$ cat src/rtl/tri_bbox_scanner.sv
// Triangle setup and bounding-box traversal: clamps the box to the screen and walks it one pixel per cycle.
// Optional RASTER_WINDING_FIX_EN: signed-area test that swaps v1/v2 for negative winding and drops degenerate triangles.
module tri_bbox_scanner #(
   parameter int FRAC_BITS = 4,
   parameter int SCREEN_W  = 640,
   parameter int SCREEN_H  = 480,
   parameter int COORD_W   = 10
) (
   input  logic               clk,
   input  logic               rst_n,
   input  logic               tri_valid,
   output logic               tri_ready,
   input  logic [15:0]        v0x,
   input  logic [15:0]        v0y,
   input  logic [15:0]        v1x,
   input  logic [15:0]        v1y,
   input  logic [15:0]        v2x,
   input  logic [15:0]        v2y,
   output logic [15:0]        ef_v0x,
   output logic [15:0]        ef_v0y,
   output logic [15:0]        ef_v1x,
   output logic [15:0]        ef_v1y,
   output logic [15:0]        ef_v2x,
   output logic [15:0]        ef_v2y,
   output logic [15:0]        ef_px,
   output logic [15:0]        ef_py,
   input  logic               ef_inside,
   output logic               frag_valid,
   input  logic               frag_ready,
   output logic [COORD_W-1:0] frag_x,
   output logic [COORD_W-1:0] frag_y,
   output logic               tri_done,
   output logic [1:0]         state_dbg
);

   typedef enum logic [1:0] {IDLE = 2'd0, SETUP = 2'd1, SCAN = 2'd2} state_t;

   localparam logic signed [15:0] X_LAST = 16'(SCREEN_W - 1);
   localparam logic signed [15:0] Y_LAST = 16'(SCREEN_H - 1);
   localparam logic [15:0]        HALF   = 16'(1 << (FRAC_BITS - 1));
   localparam logic [COORD_W:0]   ONE    = (COORD_W + 1)'(1);

   state_t state_q, state_d;

   logic signed [15:0] v0x_r, v0y_r, v1x_r, v1y_r, v2x_r, v2y_r;
   logic [COORD_W-1:0] xmin_r, xmax_r, ymax_r;
   logic [COORD_W:0]   x_q, y_q;
   logic               empty_done_q;

   logic signed [15:0] bx_lo, bx_hi, by_lo, by_hi;
   logic               offscreen, box_empty, adv, last;

   function automatic logic signed [15:0] min3(input logic signed [15:0] a, b, c);
      logic signed [15:0] m;
      m = (a < b) ? a : b;
      return (c < m) ? c : m;
   endfunction

   function automatic logic signed [15:0] max3(input logic signed [15:0] a, b, c);
      logic signed [15:0] m;
      m = (a > b) ? a : b;
      return (c > m) ? c : m;
   endfunction

   // Floor to whole pixels, then reject boxes that miss the screen entirely.
   assign bx_lo = min3(v0x_r, v1x_r, v2x_r) >>> FRAC_BITS;
   assign bx_hi = max3(v0x_r, v1x_r, v2x_r) >>> FRAC_BITS;
   assign by_lo = min3(v0y_r, v1y_r, v2y_r) >>> FRAC_BITS;
   assign by_hi = max3(v0y_r, v1y_r, v2y_r) >>> FRAC_BITS;

   assign offscreen = (bx_lo > bx_hi) || (by_lo > by_hi) || bx_hi[15] || by_hi[15] ||
                      (bx_lo > X_LAST) || (by_lo > Y_LAST);

`ifdef RASTER_WINDING_FIX_EN
   logic signed [16:0] d10x, d10y, d20x, d20y;
   logic signed [33:0] prod_a, prod_b;
   logic signed [34:0] area;
   logic               swap_r;

   assign d10x   = {v1x_r[15], v1x_r} - {v0x_r[15], v0x_r};
   assign d10y   = {v1y_r[15], v1y_r} - {v0y_r[15], v0y_r};
   assign d20x   = {v2x_r[15], v2x_r} - {v0x_r[15], v0x_r};
   assign d20y   = {v2y_r[15], v2y_r} - {v0y_r[15], v0y_r};
   assign prod_a = d20x * d10y;
   assign prod_b = d20y * d10x;
   assign area   = {prod_a[33], prod_a} - {prod_b[33], prod_b};

   assign box_empty = offscreen || (area == '0);
   assign ef_v1x    = swap_r ? v2x_r : v1x_r;
   assign ef_v1y    = swap_r ? v2y_r : v1y_r;
   assign ef_v2x    = swap_r ? v1x_r : v2x_r;
   assign ef_v2y    = swap_r ? v1y_r : v2y_r;

   always_ff @(posedge clk or negedge rst_n) begin
      if (!rst_n)              swap_r <= 1'b0;
      else if (state_q == SETUP) swap_r <= area[34];
   end
`else
   assign box_empty = offscreen;
   assign ef_v1x    = v1x_r;
   assign ef_v1y    = v1y_r;
   assign ef_v2x    = v2x_r;
   assign ef_v2y    = v2y_r;
`endif

   assign ef_v0x = v0x_r;
   assign ef_v0y = v0y_r;

   // A held fragment blocks sampling; the consumer must take it first.
   assign adv  = (state_q == SCAN) && (!frag_valid || frag_ready);
   assign last = (x_q == {1'b0, xmax_r}) && (y_q == {1'b0, ymax_r});

   assign ef_px = (state_q == SCAN) ? ((16'(x_q) << FRAC_BITS) + HALF) : '0;
   assign ef_py = (state_q == SCAN) ? ((16'(y_q) << FRAC_BITS) + HALF) : '0;

   assign tri_ready = rst_n && (state_q == IDLE) && !empty_done_q;
   assign tri_done  = empty_done_q || (adv && last);
   assign state_dbg = state_q;

   always_comb begin
      state_d = state_q;
      case (state_q)
         IDLE:    if (tri_valid && tri_ready) state_d = SETUP;
         SETUP:   state_d = box_empty ? IDLE : SCAN;
         SCAN:    if (adv && last) state_d = IDLE;
         default: state_d = IDLE;
      endcase
   end

   always_ff @(posedge clk or negedge rst_n) begin
      if (!rst_n) state_q <= IDLE;
      else        state_q <= state_d;
   end

   always_ff @(posedge clk or negedge rst_n) begin
      if (!rst_n) begin
         v0x_r <= '0; v0y_r <= '0; v1x_r <= '0; v1y_r <= '0; v2x_r <= '0; v2y_r <= '0;
         xmin_r       <= '0;
         xmax_r       <= '0;
         ymax_r       <= '0;
         x_q          <= '0;
         y_q          <= '0;
         empty_done_q <= 1'b0;
         frag_valid   <= 1'b0;
         frag_x       <= '0;
         frag_y       <= '0;
      end else begin
         if (tri_valid && tri_ready) begin
            v0x_r <= v0x; v0y_r <= v0y; v1x_r <= v1x; v1y_r <= v1y; v2x_r <= v2x; v2y_r <= v2y;
         end
         // Empty boxes report completion one cycle later, from IDLE.
         empty_done_q <= (state_q == SETUP) && box_empty;
         if ((state_q == SETUP) && !box_empty) begin
            xmin_r <= bx_lo[15] ? '0 : bx_lo[COORD_W-1:0];
            xmax_r <= (bx_hi > X_LAST) ? COORD_W'(SCREEN_W - 1) : bx_hi[COORD_W-1:0];
            ymax_r <= (by_hi > Y_LAST) ? COORD_W'(SCREEN_H - 1) : by_hi[COORD_W-1:0];
            x_q    <= bx_lo[15] ? '0 : {1'b0, bx_lo[COORD_W-1:0]};
            y_q    <= by_lo[15] ? '0 : {1'b0, by_lo[COORD_W-1:0]};
         end
         if (adv) begin
            if (x_q == {1'b0, xmax_r}) begin
               x_q <= {1'b0, xmin_r};
               y_q <= y_q + ONE;
            end else begin
               x_q <= x_q + ONE;
            end
            frag_valid <= ef_inside;
            if (ef_inside) begin
               frag_x <= x_q[COORD_W-1:0];
               frag_y <= y_q[COORD_W-1:0];
            end
         end else if (frag_valid && frag_ready) begin
            frag_valid <= 1'b0;
         end
      end
   end

endmodule

$ cat config.mk
export PLATFORM = sky130hd
export DESIGN_NAME = tri_bbox_scanner
export DESIGN_NICKNAME = d
export VERILOG_FILES = /design/src/rtl/tri_bbox_scanner.sv
export SDC_FILE = /design/constraint.sdc
export NUM_CORES = 1
export LEC_CHECK = 0
export ABC_CLOCK_PERIOD_IN_PS = 8400
export CORE_ASPECT_RATIO = 1.4
export CORE_MARGIN = 2
export CORE_UTILIZATION = 35
export DETAILED_ROUTE_END_ITERATION = 8
export GPL_ROUTABILITY_DRIVEN = 1
export PLACE_DENSITY = 0.65
export SLEW_MARGIN = 20
export SYNTH_ARGS = -nofsm -noshare
export SYNTH_HDL_FRONTEND = slang
export SYNTH_SLANG_ARGS = --single-unit
$ cat constraint.sdc
create_clock -name clk -period 8.4 [get_ports clk]
set_input_delay 0.84 -clock clk [delete_from_list [all_inputs] [get_ports clk]]
set_output_delay 0.84 -clock clk [all_outputs]
set_load 0.005 [all_outputs]
Word level (Yosys, flattened, before mapping)
Cells that the tools add are included.
Widths: inputs -> output; s select.
Cells by class
  add/subtract/negate cells: 4
  order comparisons: 14
  equality and inequality tests: 6
  muxes and demuxes: 27
  reduce and logical (&&, ||, !) cells: 24
Operators with widths (number)
  $mux 16: 10
  $mux 11: 6
  $gt 16x16->1: 4
  $lt 16x16->1: 4
  $mux 10: 5
  $add 15x4->16 const B: 2
  $gt 12x10->1 const B: 2
  $gt 12x11->1 const B: 2
  $gt 12x12->1: 2
  $add 11x1->11 const B: 2
  $eq 11x10->1: 2
  $logic_and 1x1->1: 9
  $logic_or 1x1->1: 7
  $mux 2: 3
  $pmux 2 s3: 1
  $ne 2x1->1 const B: 2
  $reduce_and 2->1: 2
  $reduce_bool 2->1: 2
  $logic_not 1->1: 3
  $eq 2x1->1 const B: 1
  $eq 2x2->1 const B: 1
  $logic_not 2->1: 1
  $mux 1: 2
Word-level totals
  flip-flop bits (word level): 172
  input port bits: 101
  output and inout bits: 153
  word-level logic and storage cells: 91

Logic depth before layout (Yosys ltp)
Gate-level depths: netlist of the first run.
  depth in word-level cells: 15
  depth in mapped cells: 39
  mapped depth without buffers: 34

Least setup slack after synthesis of the first run
Ideal clock, no wire load.
  path kind: reg2reg
  start: register v0x_r[15] (netlist: ef_v0x[15])
  end: register x_q[2]
  setup time: 0.082 ns
  arrival time: 6.914 ns
  required time: 8.318 ns
  path slack: 1.404 ns
  cell stages (with the launch flop): 35
  buffers on the path: 4
  clock period less this slack: 6.996 ns
  path through: dfrtp_1 -> ha_1 -> nand4_1 -> nor4_2 -> a221oi_2 -> nand3_1 -> o21ai_1 -> a31oi_2 -> clkbuf_1 -> mux2i_1 -> ha_1 -> a21o_1 -> a21o_1 -> a21oi_1 -> nor2_1 -> nor3_1 -> a221o_1 -> clkbuf_1 -> clkbuf_1 -> nand2_1 -> o21ai_0 -> ha_1 -> nor2b_1 -> o21ai_0 -> nand2b_1 -> a21oi_1 -> o21ai_0 -> a211oi_1 -> o21a_1 -> o21ai_0 -> nor3_2 -> nand3_2 -> buf_6 -> or3_1 -> a31oi_1
On the way
  longest elaborated chain between the ends: 13
  elaborated cells between the ends (all ways): 21
  those cells by class: 6 x order compare; 7 x mux; 8 x reduce/logical
RTL lines
  from (decl): RTL line 45  | logic signed [15:0] v0x_r, v0y_r, v1x_r, v1y_r, v2x_r, v2y_r;
  from (signal assigned): RTL line 149  | v0x_r <= v0x; v0y_r <= v0y; v1x_r <= v1x; v1y_r <= v1y; v2x_r <= v2x; v2y_r <= v2y;
  $lt 16x16->1 or $gt 16x16->1 (tied branches): RTL line 55, 61
  $mux 16 (on tied branches): RTL line 55, 61
  $lt 16x16->1 or $gt 16x16->1 (tied branches): RTL line 56, 62
  $mux 16 (on tied branches): RTL line 56, 62
  $gt 12x12->1: RTL line 71  | assign offscreen = (bx_lo > bx_hi) || (by_lo > by_hi) || bx_hi[15] || by_hi[15] ||
  $logic_or 1x1->1 (4 in series): RTL line 71
  $logic_or 1x1->1: RTL line 72  | (bx_lo > X_LAST) || (by_lo > Y_LAST);
  $logic_not 1->1: RTL line 153  | if ((state_q == SETUP) && !box_empty) begin
  $logic_and 1x1->1: RTL line 153
  $reduce_bool 2->1 (no source line)
  to (signal assigned): RTL line 157  | x_q <= bx_lo[15] ? '0 : {1'b0, bx_lo[COORD_W-1:0]};
  to (signal assigned): RTL line 162  | x_q <= {1'b0, xmin_r};
  to (signal assigned): RTL line 165  | x_q <= x_q + ONE;
  to (decl): RTL line 47  | logic [COORD_W:0] x_q, y_q;
Parallel ways exist; a longest one is shown, timed or not. The select of a mux whose other input is x is not followed.
A chain may end at the register's enable or synchronous reset.

Worst setup path after layout of the first run
  start: register v1y_r[15] (netlist: ef_v1y[15])
  end: register xmax_r[4]
On the way
  longest elaborated chain between the ends: 12
  elaborated cells between the ends (all ways): 17
  those cells by class: 6 x order compare; 4 x mux; 7 x reduce/logical
RTL lines
  from (decl): RTL line 45
  from (signal assigned): RTL line 149
  $lt 16x16->1 or $gt 16x16->1 (tied branches): RTL line 55, 61
  $mux 16 (on tied branches): RTL line 55, 61
  $lt 16x16->1 or $gt 16x16->1 (tied branches): RTL line 56, 62
  $mux 16 (on tied branches): RTL line 56, 62
  $gt 12x12->1: RTL line 71
  $logic_or 1x1->1 (4 in series): RTL line 71
  $logic_or 1x1->1 *: RTL line 72
  $logic_not 1->1 *: RTL line 153
  $logic_and 1x1->1 *: RTL line 153
  to (signal assigned): RTL line 155  | xmax_r <= (bx_hi > X_LAST) ? COORD_W'(SCREEN_W - 1) : bx_hi[COORD_W-1:0];
  to (decl): RTL line 46  | logic [COORD_W-1:0] xmin_r, xmax_r, ymax_r;
Mark *: on every way between the ends. The rest lies on a longest branch, timed or not.

==> results.cfg, run 1 <==
[placed_design]
dp_cells = 2033
place_hpwl_mm = 27.45
dp_slack_ns = 0.8449
place_congestion = 0.9141
port_buffers = 245

[clock_tree]
cts_sinks = 172
clockBufferDepth = 2
numCtsBuffers = 17
post_cts_buffers = 0
clkLatencyLatePin_ns = 0.46
postCtsHoldBufs = 0
cts_tree = done
h-tree-depth = 4
post_cts_resized = 0
path_clk_slew_ns = 0.07
cts_root_buffer = clkbuf_16

[route]
dr_wl_met3_mm = 1.658
avgViaCountPerCell = 5.158
drc_errors = 0
top_layer = met4
ant_nets = 0
dr_total_vias = 10650
routed_wl_mm = 35.57
dr.pass1.iters = 5
drt_iter0_drc = 546
wl_met2_mm = 16.97
wl_met1_mm = 15.98
routedWlPerCell_um = 17.23

[floorplanning]
die-area_um2 = 35410
rows = 79
dieHeight_um = 221.9
io_pins = 254
initial_utilization_pct = 35.62
die_width_um = 159.6
placeableCoreArea_um2 = 33310

[worst_setup_path]
cp.required_ns = 8.74
startpoint_type = flip-flop
path_max_fanout = 77
max_stage_delay_ns = 0.76
rrSetupSlack_ns = 0.78
end_kind = flip-flop
cp_slowest_cell = a21o_1
worstSetupPathType = flip-flop to flip-flop
cp.arrival_ns = 7.96

[job]
maxCapViolations = 0

[timing]
finalHoldViolCount = 0
slew_viol_final = 0
fmax_ghz = 0.1313
period_needed_ns = 7.619
worstMarginPinSlew_ns = 0.9591
setup_viol = 0
fin_tns_setup_ns = 0
skew_ns = 0.01195
finalCritPeriodShare_pct = 90.70
slew_headroom_pct = 36.06
grt_setup_unrepaired = false
layout_setup_ws_ns = 0.7810

[yosys]
ys_ff_latch = 172
yosysUniqueCellTypes = 72
synth-async-reset-ratio_pct = 100.0
ys_seq_area_share_pct = 36.27
synth_edf_count = 0
synth_area_per_cell_um2 = 8.494
ys_warn_count = 0
synthFlopType = dfrtp_1
syn_area_um2 = 11870
syn_inst = 1397

[outcome]
status = finished, final reports clean

[layout]
antenna_cells = 0
nets = 1827
area_growth_pct = 28.35
drive_gt1_share_pct = 5.988
fin_cells = 2065

[global_routing]
antenna_found_initial = 0
grt_max_degree = 97
overflow = 0
grt_pass1_wl_mm = 57.67
grt_pass1_vias = 10730
grt_usage_pct = 20.27

[worst_hold_path]
hold_path.class = input pin to asynchronous set/reset pin
sequential cells by signal, indices dropped and copies added, names as in the netlist:
register / cells
ymax_r: 10
ef_v0x: 16
y_q: 11
ef_v1x: 16
frag_valid: 1
state_dbg: 2
ef_v2y: 16
x_q: 11
frag_x: 10
ef_v1y: 16
xmin_r: 10
ef_v0y: 16
xmax_r: 10
frag_y: 10
empty_done_q: 1
ef_v2x: 16
per-stage QoR:
step / hold slack (ns) / util [%] / cell area, um2
after floorplan: 0.4312 / - / 11890
after global placement: 0.4438 / 44.00 / 14660
after detailed placement: 0.4524 / 44.00 / 14660
after CTS: 0.2848 / 45.72 / 15230
after global routing: 0.2965 / 45.72 / 15230
final: 0.2867 / 45.72 / 15230
routing by layer:
layer	vias to the layer above	GRT usage, %
met5	-	0
met4	0	7.742
met3	56	3.704
met2	280	34.07
met1	5061	25.82
li1	5255	-
cells in the final DEF, fill, tap and decap left out, types with 12 or more instances in the layout:
| master | instances |
|---|---|
| clkbuf_16 | 17 |
| nand4_1 | 25 |
| nor2_1 | 78 |
| and2_1 | 30 |
| mux2_2 | 32 |
| inv_1 | 78 |
| clkdlybuf4s50_1 | 244 |
| dfrtp_1 | 172 |
| buf_4 | 12 |
| a31oi_1 | 15 |
| a21o_1 | 21 |
| nor3_1 | 13 |
| mux2i_1 | 50 |
| ha_1 | 119 |
| xor2_1 | 22 |
| nand3_1 | 25 |
| nand2_1 | 308 |
| o21ai_0 | 101 |
| a21oi_1 | 91 |
final timing paths:
kind,startpoint,to,cells after the start
worst min-delay path,rst_n,ef_v1y[5],1
min in group clk,xmin_r[1],xmin_r[1],2
max in group asynchronous,rst_n,ef_v1x[6],3
worst min register to register,xmin_r[1],xmin_r[1],2
worst max register to register,ef_v1y[15],xmax_r[4],28
worst max-delay path,ef_v1y[15],xmax_r[4],28
synth_stat cells (all sizes together), types with 26 or more instances:
cell type / instances / area share, %
nand2: 309 / 9.8
dfrtp: 172 / 36
ha: 119 / 13
o21ai: 107 / 4.5
a21oi: 91 / 3.8
inv: 79 / 2.5
nor2: 78 / 2.5
mux2i: 51 / 4.4
clkbuf: 48 / 1.5
mux2: 36 / 3.4
and2: 30 / 1.6
buf: 26 / 1.6
nand3: 26 / 1.1
nand4: 26 / 1.4
kinds of logic after synthesis:
| family | after synthesis | share of synthesized area, % |
|---|---|---|
| muxes | 87 | 7.824 |
| other | 1 | 0.03160 |
| DFF | 172 | 36.27 |
| AOI/OAI and AO/OA | 293 | 15.04 |
| buffers and inverters | 153 | 5.588 |
| xor gates and xnor gates | 30 | 2.214 |
| and+or+nand+nor | 542 | 20.49 |
| adders and majority gates | 119 | 12.55 |
critical path: cells and delay by family, from the launching register on:
| family | cells | cell delay [ns] |
|---|---|---|
| compound gates | 13 | 3.27 |
| fa+ha+maj | 3 | 1.09 |
| buf+inv | 3 | 0.66 |
| flops | 1 | 0.41 |
| mux | 2 | 0.83 |
| simple gates | 7 | 1.20 |
area by class of cell:
| type | count | area (um2) |
|---|---|---|
| clock buffers | 18 | 429.2 |
| multi-input cells | 1079 | 6934 |
| repair buffers | 258 | 2564 |
| fillers | 3326 | 18080 |
| well taps | 445 | 556.8 |
| flip-flops and latches | 172 | 4304 |
| clock inverters | 14 | 143.9 |
| inverters | 79 | 299.0 |
Power of run 1 is left out: the tool's default activity adds up to more than one toggle a clock period on the data nets, which glitch-free logic cannot reach.
==> run 2, diff against run 1 <==
--- a/config.mk
+++ b/config.mk
@@ -9,6 +9,7 @@
 export CORE_ASPECT_RATIO = 1.4
 export CORE_MARGIN = 2
 export CORE_UTILIZATION = 35
+export CTS_CLUSTER_DIAMETER = 60
 export DETAILED_ROUTE_END_ITERATION = 8
 export GPL_ROUTABILITY_DRIVEN = 1
 export PLACE_DENSITY = 0.65
==> results of run 2 <==
No change in the layout: final DEF, timing and power equal those of run 1.
Power of run 2 is left out for the same reason.
==> run 3, diff against run 2 <==
--- a/config.mk
+++ b/config.mk
@@ -11,8 +11,9 @@
 export CORE_UTILIZATION = 35
 export CTS_CLUSTER_DIAMETER = 60
 export DETAILED_ROUTE_END_ITERATION = 8
+export DONT_BUFFER_PORTS = 1
 export GPL_ROUTABILITY_DRIVEN = 1
-export PLACE_DENSITY = 0.65
+export PLACE_DENSITY = 0.55
 export SLEW_MARGIN = 20
 export SYNTH_ARGS = -nofsm -noshare
 export SYNTH_HDL_FRONTEND = slang
==> run 3 against run 2 <==
Utilization down 7.3 points. Sequential share of layout area grew 5.4 points. Critical endpoint is now x_q[3]. Critical path depth is 6 higher. Count of clock-buffer cells in the layout shrank 1. Worst hold slack got worse by 0.22 ns. Setup slack got worse by 0.22 ns. Register-to-register slack got worse by 0.22 ns. Non-clock buffer count fell by 247. Routed wire length down 3.3%. Global-route usage fell by 0.76 points.
==> results.cfg, run 3 (synthesis results as in run 1) <==
[layout]
area_growth_pct = 7.887
mostFrequentLayoutCell = nand2_1
nets = 1581
layout_common_cells = nand2_1 (308), dfrtp_1 (172), ha_1 (119), o21ai_0 (101), a21oi_1 (91)
antenna_cells = 0
drive_gt1_share_pct = 7.060

[timing]
fmax_ghz = 0.1275
setup_viol = 0
slew_headroom_pct = 38.07
skew_ns = 0.01592
finalHoldViolCount = 0
finalCritPeriodShare_pct = 93.38
period_needed_ns = 7.844
fin_tns_setup_ns = 0
hold_ws_ns = 0.06185
worstMarginPinSlew_ns = 0.9290
slew_viol_final = 0

[worst_setup_path]
cp.arrival_ns = 8.23
max_stage_delay_ns = 0.51
cp.required_ns = 8.79
crit_top_cell = o21ai_0
worstSetupPathType = flip-flop to flip-flop
cp_slowest_cell = nor4_2
startpoint_type = flip-flop
path_max_fanout = 77
end_kind = flip-flop

[global_routing]
grt_pass1_wl_mm = 54.70
antenna_found_initial = 0
grt_max_degree = 174
grt_usage_pct = 19.51
overflow = 0
grt_pass1_vias = 9665

[route]
avgViaCountPerCell = 5.347
ant_nets = 0
dr_total_vias = 9726
drt_iter0_drc = 560
routed_wl_mm = 34.41
dr.pass1.iters = 5
routedWlPerCell_um = 18.91
drc_errors = 0

[floorplanning]
dieHeight_um = 221.9
placeableCoreArea_um2 = 33310
initial_utilization_pct = 35.62
rows = 79
io_pins = 254
die_width_um = 159.6
die-area_um2 = 35410

[clock_tree]
numCtsBuffers = 17
h-tree-depth = 4
cts_tree = done
postCtsHoldBufs = 0
cts_sinks = 172
cts_root_buffer = clkbuf_16
path_clk_slew_ns = 0.08
post_cts_buffers = 0
clockBufferDepth = 2
clkLatencyLatePin_ns = 0.47

[outcome]
status = finished, final reports clean

[job]
maxCapViolations = 0

[placed_design]
port_buffers = 0
place_hpwl_mm = 26.05
place_congestion = 0.8314

[worst_hold_path]
hold_path.class = input pin to asynchronous set/reset pin
==> run 3: repair_timing <==
item                                   in CTS  in global routing
endpoints found under the hold margin       0                  0
setup endpoints to repair                   0                 43
resized for setup                           0                  2
==> run 3: layout make-up <==
type	count	area, um2
clock inverters	15	167.7
multi-input cells	1080	6954
well taps	445	556.8
clock buffers	17	425.4
inverters	79	299.0
fillers	3409	20510
repair buffers	11	95.09
flip-flops and latches	172	4304
==> run 3: worst max-delay path: cells and delay by family (launching register included) <==
kind	cells	cell delay [ns]
compound gates	16	2.70
simple gates	10	2.13
fa+ha+maj	3	1.09
buf+inv	4	0.91
flops	1	0.45
mux	1	0.45
==> run 3: stage by stage <==
stage	std cells	util [%]	setup slack, ns	cell area, um2
6_report	1819	38.43	0.5561	12800
5_1_grt	1819	38.43	-0.0004361	12800
4_1_cts	1818	38.37	0.4874	12780
3_5_place_dp	1786	36.59	0.5470	12190
3_3_place_gp	1786	36.59	0.6051	12190
2_1_floorplan	1404	-	1.404	11890
==> run 3: path summary, 6_finish.rpt <==
| path | slack (ns) | cells after the start | start | endpoint |
|---|---|---|---|---|
| setup / recovery | 0.56 | 34 | ef_v1x[15] | x_q[3] |
| hold / removal | 0.06 | 0 | rst_n | ef_v0y[1] |
| setup reg to reg | 0.56 | 34 | ef_v1x[15] | x_q[3] |
| hold reg to reg | 0.47 | 2 | xmin_r[9] | xmin_r[9] |
| max in group asynchronous | 8.10 | 0 | rst_n | frag_x[4] |
| min in group clk | 0.47 | 2 | v2y[12] | ef_v2y[12] |
==> run 3: per-layer routing <==
metal	share of wire [%]	track usage, %	up-vias
li1	-	-	4774
met2	48	32.44	280
met1	45	24.91	4637
met4	1.8	6.393	0
met3	5.6	4.620	35
met5	0	0	-
Power of run 3 is left out for the same reason.
